==> src/rtl/logIP_pkg.sv <==
`default_nettype none
// ============================================================================
//  Module      : logIP_pkg
//  Description : Shared types and helpers for the capture controller.
//  Revision    : 1.0 - initial release
// ============================================================================
package logIP_pkg;

    // Capture/readback sequencer states, explicitly 3-bit encoded.
    typedef enum logic [2:0] {
        IDLE    = 3'd0,
        ARMED   = 3'd1,
        DELAY   = 3'd2,
        RD_REQ  = 3'd3,
        RD_WAIT = 3'd4,
        SEND    = 3'd5
    } capture_state_t;

    // Width of the sample counters (read count and post-trigger delay).
    localparam int CNT_W = 18;

    // Command fields carry count/4 - 1. The largest delay field wraps to 0
    // in CNT_W bits; the down-counter then runs a full 2^CNT_W writes, which
    // is exactly the requested count.
    function automatic logic [CNT_W-1:0] field_to_cnt(input logic [15:0] field);
        return {field, 2'b00} + CNT_W'(4);
    endfunction

endpackage : logIP_pkg
`default_nettype wire

==> src/rtl/capture_ctrl.sv <==
`default_nettype none
// ============================================================================
//  Module      : capture_ctrl
//  Description : Ring-buffer capture controller. Writes samples into an
//                external RAM while armed, captures a programmed number of
//                post-trigger samples, then reads a programmed number of
//                samples back newest-first and hands them to the transmitter.
//  Revision    : 1.0 - initial release
// ============================================================================
module capture_ctrl
    import logIP_pkg::*;
#(
    parameter  int MEM_DEPTH = 4096,
    localparam int ADDR_W    = $clog2(MEM_DEPTH)
) (
    input  logic              clk_i,
    input  logic              rst_i,
    input  logic [31:0]       cmd_i,
    input  logic              set_cnt_i,
    input  logic              arm_i,
    input  logic              run_i,
    input  logic              stb_i,
    input  logic [31:0]       smpls_i,
    output logic              mem_we_o,
    output logic [ADDR_W-1:0] mem_addr_o,
    output logic [31:0]       mem_wdata_o,
    input  logic [31:0]       mem_rdata_i,
    output logic [31:0]       tx_data_o,
    output logic              tx_stb_o,
    input  logic              tx_busy_i,
    output logic              armed_o,
    output logic              done_o
);

    // Any read field at or above this value asks for more words than the RAM holds.
    localparam logic [31:0]      RD_CLAMP_FIELD = 32'(MEM_DEPTH / 4);
    localparam logic [CNT_W-1:0] DEPTH_CNT      = CNT_W'(MEM_DEPTH);
    localparam logic [CNT_W-1:0] CNT_ONE        = CNT_W'(1);
    localparam logic [CNT_W-1:0] CNT_RESET      = CNT_W'(4);
    localparam logic [ADDR_W-1:0] PTR_ONE       = ADDR_W'(1);

    capture_state_t    state_q,     state_d;
    logic [ADDR_W-1:0] wr_ptr_q,    wr_ptr_d;
    logic [ADDR_W-1:0] rd_ptr_q,    rd_ptr_d;
    logic [CNT_W-1:0]  cnt_q,       cnt_d;
    logic [CNT_W-1:0]  read_cnt_q,  read_cnt_d;
    logic [CNT_W-1:0]  delay_cnt_q, delay_cnt_d;
    logic [31:0]       tx_data_q,   tx_data_d;
    logic              done_q,      done_d;
    logic              wr_fire_w;

    // Next-state logic for the sequencer, pointers, counters and tx holding register.
    always_comb begin
        state_d     = state_q;
        wr_ptr_d    = wr_ptr_q;
        rd_ptr_d    = rd_ptr_q;
        cnt_d       = cnt_q;
        read_cnt_d  = read_cnt_q;
        delay_cnt_d = delay_cnt_q;
        tx_data_d   = tx_data_q;
        done_d      = 1'b0;
        wr_fire_w   = 1'b0;

        case (state_q)
            IDLE: begin
                if (set_cnt_i) begin
                    delay_cnt_d = field_to_cnt(cmd_i[31:16]);
                    if ({16'd0, cmd_i[15:0]} >= RD_CLAMP_FIELD) begin
                        read_cnt_d = DEPTH_CNT;
                    end else begin
                        read_cnt_d = field_to_cnt(cmd_i[15:0]);
                    end
                end
                if (arm_i) begin
                    state_d  = ARMED;
                    wr_ptr_d = '0;
                end
            end

            ARMED: begin
                if (arm_i) begin
                    // Re-arm: restart at address 0 and drop this cycle's sample.
                    wr_ptr_d = '0;
                end else begin
                    if (stb_i) begin
                        wr_fire_w = 1'b1;
                        wr_ptr_d  = wr_ptr_q + PTR_ONE;
                    end
                    if (run_i) begin
                        state_d = DELAY;
                        // A sample arriving with the trigger is the first post-trigger one.
                        cnt_d   = stb_i ? (delay_cnt_q - CNT_ONE) : delay_cnt_q;
                    end
                end
            end

            DELAY: begin
                if (arm_i) begin
                    state_d  = ARMED;
                    wr_ptr_d = '0;
                end else if (stb_i) begin
                    wr_fire_w = 1'b1;
                    wr_ptr_d  = wr_ptr_q + PTR_ONE;
                    cnt_d     = cnt_q - CNT_ONE;
                    if (cnt_q == CNT_ONE) begin
                        // Newest sample is the one being written this cycle.
                        state_d  = RD_REQ;
                        rd_ptr_d = wr_ptr_q;
                        cnt_d    = read_cnt_q;
                    end
                end
            end

            RD_REQ: begin
                state_d = RD_WAIT;
            end

            RD_WAIT: begin
                tx_data_d = mem_rdata_i;
                state_d   = SEND;
            end

            SEND: begin
                if (!tx_busy_i) begin
                    rd_ptr_d = rd_ptr_q - PTR_ONE;
                    cnt_d    = cnt_q - CNT_ONE;
                    if (cnt_q == CNT_ONE) begin
                        state_d = IDLE;
                        done_d  = 1'b1;
                    end else begin
                        state_d = RD_REQ;
                    end
                end
            end

            default: begin
                state_d = IDLE;
            end
        endcase
    end

    // State and datapath registers with asynchronous reset.
    always_ff @(posedge clk_i or posedge rst_i) begin
        if (rst_i) begin
            state_q     <= IDLE;
            wr_ptr_q    <= '0;
            rd_ptr_q    <= '0;
            cnt_q       <= '0;
            read_cnt_q  <= CNT_RESET;
            delay_cnt_q <= CNT_RESET;
            tx_data_q   <= '0;
            done_q      <= 1'b0;
        end else begin
            state_q     <= state_d;
            wr_ptr_q    <= wr_ptr_d;
            rd_ptr_q    <= rd_ptr_d;
            cnt_q       <= cnt_d;
            read_cnt_q  <= read_cnt_d;
            delay_cnt_q <= delay_cnt_d;
            tx_data_q   <= tx_data_d;
            done_q      <= done_d;
        end
    end

    // RAM port: write address during captures, read address in RD_REQ, else idle at 0.
    always_comb begin
        mem_we_o    = wr_fire_w;
        mem_wdata_o = wr_fire_w ? smpls_i : 32'd0;
        if (wr_fire_w) begin
            mem_addr_o = wr_ptr_q;
        end else if (state_q == RD_REQ) begin
            mem_addr_o = rd_ptr_q;
        end else begin
            mem_addr_o = '0;
        end
    end

    assign tx_data_o = tx_data_q;
    assign tx_stb_o  = (state_q == SEND) && !tx_busy_i;
    assign armed_o   = (state_q == ARMED) || (state_q == DELAY);
    assign done_o    = done_q;

endmodule : capture_ctrl
`default_nettype wire

==> config.mk <==
export PLATFORM = sky130hd
export DESIGN_NAME = capture_ctrl
export DESIGN_NICKNAME = d
export VERILOG_FILES = /design/src/rtl/logIP_pkg.sv /design/src/rtl/capture_ctrl.sv
export SDC_FILE = /design/constraint.sdc
export NUM_CORES = 1
export LEC_CHECK = 0
export CAP_MARGIN = 20
export CORE_MARGIN = 2
export CORE_UTILIZATION = 40
export CTS_CLUSTER_SIZE = 20
export DETAILED_ROUTE_END_ITERATION = 6
export PLACE_DENSITY = 0.71
export SYNTH_ARGS = -nofsm -noshare
export SYNTH_HDL_FRONTEND = slang
export SYNTH_SLANG_ARGS = --single-unit
==> constraint.sdc <==
create_clock -name clk_i -period 5.8 [get_ports clk_i]
set_clock_uncertainty 0.1 [all_clocks]
set_input_delay 1.74 -clock clk_i [delete_from_list [all_inputs] [get_ports clk_i]]
set_output_delay 1.74 -clock clk_i [all_outputs]
set_load 0.01 [all_outputs]
==> metrics.txt, run 1 <==
Max Fclk 187 MHz; syn nets 808; Finished Layout Cells 1083; Total GRT Usage 0.205; cell area after synthesis 6530 µm²; io pins 183; global-route wire length before repair 29.2 mm; vias in the first global route 5650; Worst path slowest cell clkdlybuf4s50_1; global placer's final weighted congestion 0.867; Placeable Area 15900 µm²; Std-Cell Rows 46; Routed Antenna Nets 0; MaxCap Viol Count 0; Synth Area in XOR/XNOR 0.0577; DR iter-0 viols 390; CP Cell Sequence clkdlybuf4s50_1 > o21a_1 > o21ai_1 > nor2_1 > buf_4 > a22o_1 > clkdlybuf4s50_1; max incr delay on CP 0.53 ns; combinational family with the most area after synthesis simple AND/OR/NAND/NOR gates; Final Hold Fails 0; final wirelength 17.6 mm; Post-synth top cells 108 x dfrtp_1, 57 x nand2_1, 52 x nor2_1; P_leak 3.56 nW; top cell type by total area after synthesis dfrtp_1; initial core utilization 0.410; Cells after DPL 1067; Clock Sinks 110; simple logic cell fraction of the synthesized area 0.233; htree depth 3; cell area power density 414 nW/µm²; largest net degree at the start of global routing 67; clock-pin slew on the worst setup and hold paths 0.07 ns; initial antenna violation count 0; number of buffers inserted during clock tree synthesis 9; Synth Register Bits 110; worst vdd ir 0.000220 V; CTS Root Cell clkbuf_16; top-area cell type share of the netlist area 0.414; mux cell area share after synthesis 0.0678; final setup margin 0.465 ns; Worst EP arrival 3.49 ns; Yosys Warn Count 0; Syn Inst Count 697; Clock Tree Buf Depth 2; routed len/inst 16.2 µm; Tcrit/Tclk final 0.920; Avg Vias per Cell 5.52; unrepaired setup endpoints after global routing false; Max transition margin 0.348; routed via count 5974; worst hold path type reg -> reg; drt first pass iters 5; Async SR Flop Fraction 1.00; Die ar. 17400 µm²; Post-synth EDFFs 0; total congestion overflow 0; Final min period 5.33 ns; Post-CTS Hold Fix Bufs 0; Distinct cells, synth 75; setup TNS 0 ns; worst slew pin tran 0.974 ns; Compound-Gate Fraction of Synth Area 0.164; layout cells sized above 1 0.0980; clock latency on the worst-skew pair 0.37 ns; setup bufs post-CTS 0; status finished clean; syn_area_per_cell 9.37 µm²; Min Hold Slack 0.392 ns; adder and majority cell fraction of the synthesized area 0.0153; post-cts resize count 0; Placement Setup Slack 0.466 ns; Crit path required time 3.96 ns; dominant cells by area after synthesis dfrtp_1 41%, mux2_2 5.9%, and3_1 3.9%, o21ai_0 3.6%, xnor2_1 3.4%; Worst Setup Start Kind input pin; Die W 132 µm; Die Ht 132 µm; # setup viols final 0; Area Overhead vs Synth 34.9%; final slew viol count 0; Port Buf Inserts 182; crit path max fanout 15; post-synthesis sequential area ratio 0.422; count leader, synth dfrtp_1; kind of critical path in -> out; HPWL Detailed 13.0 mm; Setup crit end kind primary output; Synth Flop Type dfrtp_1; Power, Total 3.65 mW; # DRC 0; CTS tree done; most frequent CP cell clkdlybuf4s50_1; # nets final 973; Ant. Diodes 0
-- power by group --
part	switching, mW	internal, mW	leakage, nW
logic	0.842	0.862	2.04
clock network	0.298	0.298	0.132
registers	0.300	1.05	1.38
-- routing by layer --
metal / vias up / global-route usage / routed length [µm]
met5: - / 0 / 0
met2: 207 / 0.335 / 8310
met3: 12 / 0.0350 / 1100
li1: 2883 / - / -
met1: 2872 / 0.280 / 7940
met4: 0 / 0.0598 / 212
-- kinds of logic after synthesis --
group | Yosys count
AOI/OAI and AO/OA | 158
buffers and inverters | 61
adders and majority gates | 8
and+or+nand+nor | 277
xor gates and xnor gates | 43
muxes | 40
DFF | 110
-- registers in the layout, indices dropped and copies added (netlist names) --
signal       flops
tx_data_o       32
state_q          3
wr_ptr_q        12
read_cnt_q      16
done_o           1
rd_ptr_q        12
delay_cnt_q     16
cnt_q           18
-- cell usage in the layout (no fill, tap or decap), types with 6 or more instances in the layout --
| master | count |
|---|---|
| mux2i_1 | 6 |
| and3_1 | 41 |
| dfrtp_1 | 108 |
| clkbuf_16 | 9 |
| clkdlybuf4s50_1 | 182 |
| or4_1 | 6 |
| nor3_1 | 18 |
| ha_1 | 8 |
| xor2_1 | 18 |
| a22o_1 | 15 |
| nand4_1 | 6 |
| a21oi_1 | 27 |
| o21ai_0 | 47 |
| or3_1 | 7 |
| nand2b_1 | 10 |
| nor2_1 | 51 |
| inv_1 | 21 |
| nand2_1 | 57 |
| xnor2_1 | 25 |
| nor4_1 | 11 |
| mux2_2 | 34 |
| nand3_1 | 28 |
| buf_4 | 11 |
| and2_1 | 8 |
-- layout make-up --
| type | count | area, µm² |
|---|---|---|
| clock buffer | 11 | 233 |
| clock inverter | 5 | 45.0 |
| fill | 1476 | 7130 |
| inverter | 22 | 85.1 |
| multi-input combinational | 526 | 3520 |
| sequential | 110 | 2760 |
| tap | 216 | 270 |
| timing repair buffer | 193 | 1900 |
-- per-stage QoR --
step / utilization / cell area, µm²
6_report: 0.553 / 8810
5_1_grt: 0.553 / 8810
2_1_floorplan: - / 6530
3_3_place_gp: 0.535 / 8530
3_5_place_dp: 0.535 / 8530
4_1_cts: 0.553 / 8810
-- worst max-delay path: cells and delay by family --
family          cells  cell delay [ns]
buf+inv             3             1.25
compound gates      3             0.38
simple gates        1             0.11
-- path summary, 6_finish.rpt --
check	startpoint	to	slack, ns	depth (start not counted)
max in group asynchronous	rst_i	wr_ptr_q[11]$_DFFE_PP0P_	2.95	3
min	read_cnt_q[12]$_DFFE_PP0P_	read_cnt_q[12]$_DFFE_PP0P_	0.39	2
max	stb_i	mem_addr_o[11]	0.47	7
min reg2reg	read_cnt_q[12]$_DFFE_PP0P_	read_cnt_q[12]$_DFFE_PP0P_	0.39	2
max reg2reg	state_q[1]$_DFFE_PP0P_	cnt_q[14]$_DFFE_PP0P_	2.72	5
min in group asynchronous	rst_i	tx_data_o[25]$_DFFE_PP0P_	1.78	2
Power figures use the tool's default switching activity.
==> run 2, diff against run 1 <==
--- a/config.mk
+++ b/config.mk
@@ -10,6 +10,8 @@
 export CORE_UTILIZATION = 40
 export CTS_CLUSTER_SIZE = 20
 export DETAILED_ROUTE_END_ITERATION = 6
+export GPL_ROUTABILITY_DRIVEN = 0
+export HOLD_SLACK_MARGIN = 0.06
 export PLACE_DENSITY = 0.71
 export SYNTH_ARGS = -nofsm -noshare
 export SYNTH_HDL_FRONTEND = slang
==> results of run 2 <==
No change in the layout: final DEF, timing and power equal those of run 1.
==> RTL change 1 (settings of run 1) <==
`CNT_W`: 18 -> 26.
--- a/src/rtl/logIP_pkg.sv
+++ b/src/rtl/logIP_pkg.sv
@@ -18,5 +18,5 @@
 
     // Width of the sample counters (read count and post-trigger delay).
-    localparam int CNT_W = 18;
+    localparam int CNT_W = 26;
 
     // Command fields carry count/4 - 1. The largest delay field wraps to 0
Formal check against the unedited RTL: same outputs for any inputs over 4 cycles, from zero or initial values and one cycle with rst_i high; that may be too few to reach the edited logic, so the function may still have changed.
==> RTL change 1 against run 1 <==
Routed wire length increased by 10%. Critical path depth decreased by 1. Total power increased by 17%. Synthesized cell count increased by 9.6%. Area after synthesis increased by 7.2%. Fmax decreased by 2.1%. Design area increased by 9.5%. Worst setup slack got worse by 0.11 ns. Sequential cell count increased by 10. Core utilization increased by 0.89 points. Non-clock buffer count increased by 1.
==> RTL change 1: results <==
[layout]
drive_gt1_share_pct = 10.4
num-fill-cells = 1515
inverters = 14
multi_input_area_share_pct = 38.8
seq_area_share_pct = 31.2
clkCellAreaFrac_pct = 6.34
stdcell_count = 1168
nonClkBufAreaFrac_pct = 20.2
multi_input_area_mm2 = 0.00374
n_all_buffers = 194
num-clock-buffers = 18
multi_input_comb_cells = 583

[timing]
relSlewSlack_pct = 29.2
drv_slew = 0

[routing]
drt-pass1-iter-count = 6
drtIter0Drc = 517
viasPerCell = 5.50
routed_wl_um = 19300

[critical_path]
cp.arrival_ns = 3.61
crit_fanout = 20
crit_slowest_cell = clkdlybuf4s50_1

[global_routing]
grt_max_degree = 76
grt_pass1_wl_um = 30800
grt_usage_pct = 20.8

[placement]
place.gp.congestion = 0.847
place_hpwl_um = 13900
portBuffers = 182
dpl-instance-area_mm2 = 0.00900
dp.cells = 1135
pre_cts_ws_ns = 0.373

[synth]
synth.distinct_cells = 67
syn_avg_cell_area_um2 = 9.16
syn-num-nets = 875
ys_ff_latch = 120
synth_area_leaders = dfrtp_1 (42%), mux2_2 (5.1%), o21ai_0 (4.6%)
yosysSeqAreaShare_pct = 42.9

[pwr]
p_comb_share_pct = 40.5
p_switching_w = 0.00162
swShare_pct = 37.7
seqPwrFrac_pct = 34.1
total_leakage_power_nw = 3.90

[clock_tree]
cts_inserted_buffers = 17
clk-insertion-delay-late_ns = 0.42
htree_levels = 4

[worst_hold_path]
whs_path_depth = 2

[run_status]
status = finished clean

[floorplanning]
die_w_um = 136
## RTL change 1: cell families after synthesis
| group | after synthesis | synth area share [%] |
|---|---|---|
| compound gates | 198 | 18.2 |
| flops | 120 | 42.9 |
| fa+ha+maj | 8 | 1.43 |
| simple gates | 297 | 22.5 |
| mux | 34 | 5.43 |
| xor+xnor | 46 | 5.76 |
| buf+inv | 61 | 3.70 |
## RTL change 1: path summary, 6_finish.rpt
path,startpoint,to,slack (ns)
setup / recovery,arm_i,mem_addr_o[6],0.35
min in group asynchronous,rst_i,tx_data_o[20],1.48
setup reg to reg,state_q[0],cnt_q[25],2.70
hold reg to reg,read_cnt_q[2],read_cnt_q[2],0.38
hold / removal,read_cnt_q[2],read_cnt_q[2],0.38
max in group asynchronous,rst_i,rd_ptr_q[11],3.28
## RTL change 1: metal layers
layer	track usage, %	vias to the layer above	part of all wire (%)
li1	-	3112	-
met1	28.2	3075	44
met2	33.8	211	49
met3	4.96	23	6.7
met4	5.21	0	1.1
met5	0	-	0
==> RTL change 2 (flow settings as in run 1) <==
Made on the original files. Register the outputs `tx_stb_o` and `armed_o`, with the module's reset; this adds one clock of latency there. The other outputs are not delayed to match.
--- a/src/rtl/capture_ctrl.sv
+++ b/src/rtl/capture_ctrl.sv
@@ -177,6 +177,13 @@
 
     assign tx_data_o = tx_data_q;
-    assign tx_stb_o  = (state_q == SEND) && !tx_busy_i;
-    assign armed_o   = (state_q == ARMED) || (state_q == DELAY);
+    always_ff @(posedge clk_i or posedge rst_i) begin
+        if (rst_i) begin
+            tx_stb_o <= '0;
+            armed_o  <= '0;
+        end else begin
+            tx_stb_o <= (state_q == SEND) && !tx_busy_i;
+            armed_o  <= (state_q == ARMED) || (state_q == DELAY);
+        end
+    end
     assign done_o    = done_q;
 
Behaviour: not the same (Yosys sat finds a counterexample within 4 cycles, from zero or initial values and one cycle with rst_i high).
==> RTL change 2 against run 1 <==
Combinational power decreased by 2%. Routed wire length decreased by 7.8%. First-iteration DRC count decreased by 8.7%. Area after synthesis decreased by 1.6%. Design area decreased by 1.2%. Sequential cell count increased by 2. Total power decreased by 0.80%. Worst setup slack got worse by 0.070 ns. Sequential share of layout area increased by 0.94 points. Via count decreased by 5.9%.
==> RTL change 2: results <==
[routing]
routed_wl_um = 16200
drtIter0Drc = 356
viasPerCell = 5.23
route.vias.total = 5623
drt-pass1-iter-count = 5

[timing]
post-route-min-period_ns = 5.40
relSlewSlack_pct = 33.6
holdWs_ns = 0.384

[worst_hold_path]
min_from = read_cnt_q[8]
hold_path_end = read_cnt_q[8]
whs_path_depth = 2

[global_routing]
grt_pass1_wl_um = 26000
grt_pass1_vias = 5293
grt_usage_pct = 19.0
grt_max_degree = 85

[synth]
synth_common_cells = dfrtp_1 (110), nand2_1 (72), o21ai_0 (66)
yosysSeqAreaShare_pct = 43.7
synth_area_leaders = dfrtp_1 (43%), mux2_2 (5.6%), o21ai_0 (5.1%)
synth.distinct_cells = 62
netlist_instances = 694
syn-num-nets = 805
yosysWarnings = 0
yosysTopAreaCellShare_pct = 42.9

[layout]
drive_gt1_share_pct = 9.77
nets = 966
n_antenna_cell = 0
num-fill-cells = 1489

[placement]
place_hpwl_um = 11900
dpl-instance-area_mm2 = 0.00840
pre_cts_ws_ns = 0.396
place.gp.congestion = 0.781
dp.cells = 1059

[critical_path]
crit_fanout = 35
r2r_setup_slack_ns = 2.87
reg2reg_depth = 7
timing.rr.start = state_q[0]
r2r-end = cnt_q[13]
cp.arrival_ns = 3.56

[pwr]
total_leakage_power_nw = 3.52
p_switching_w = 0.00143
seqPwrFrac_pct = 37.7
ir_worst_vdd_mv = 0.236
power_density_mw_per_mm2 = 415
swShare_pct = 39.4

[clock_tree]
cts_resized = 0
cts_setup_buffers = 0
root_buffer = clkbuf_16

[run_status]
status = finished clean
## RTL change 2: changes by cell type in the layout (fill, tap and decap cells not counted), moves of 5 or more
cell,run 1,this run
mux2i_1,6,1
a22o_1,15,22
nand3_1,28,20
o221ai_1,5,0
xnor2_1,25,18
a32oi_1,5,0
o21ai_0,47,66
nand2_1,57,72
xor2_1,18,26
inv_1,21,16
and2_1,8,39
and3_1,41,4
o22ai_1,1,6
## RTL change 2: routing by layer
layer  global-route usage [%]  vias to the layer above  wire length (um)  share of wire, %
li1                         -                     2787                 -                 -
met1                     26.7                     2661              7640                47
met2                     30.1                      150              7520                46
met3                     2.69                       25               707               4.4
met4                     6.45                        0               318               2.0
met5                        0                        -                 0                 0
## RTL change 2: layout make-up
class                   count  area share (%)
multi-input cells         522            38.6
repair buffers            193            22.1
well taps                 216            3.10
clock inverters             7           0.661
clock buffers               9            2.59
inverters                  17           0.762
flip-flops and latches    112            32.2
## RTL change 2: cells by family (layout without fill, tap and decap cells)
kind of cell	count (synthesis)	after routing	share of synthesized area, %
simple gates	270	270	22.4
fa+ha+maj	8	8	1.56
flops	112	112	43.7
compound gates	167	167	16.5
buf+inv	60	226	4.11
xor+xnor	44	44	6.00
mux	33	33	5.77
## RTL change 2: worst max path at each step
stage               startpoint         endpoint  cells after the start
floorplan                arm_i   mem_addr_o[10]                      6
global placement         arm_i    mem_addr_o[2]                      6
detailed placement       arm_i  mem_wdata_o[18]                      6
CTS                      arm_i  mem_wdata_o[18]                      6
global route             arm_i    mem_addr_o[8]                      6
finish                   arm_i    mem_addr_o[0]                      6
## RTL change 2: critical path, stage by stage
cell and delay, ns:
clkdlybuf4s50_1 0.43, nand2b_1 0.23, nor2_2 0.14, buf_4 0.30
a22o_1 0.18, clkdlybuf4s50_1 0.54
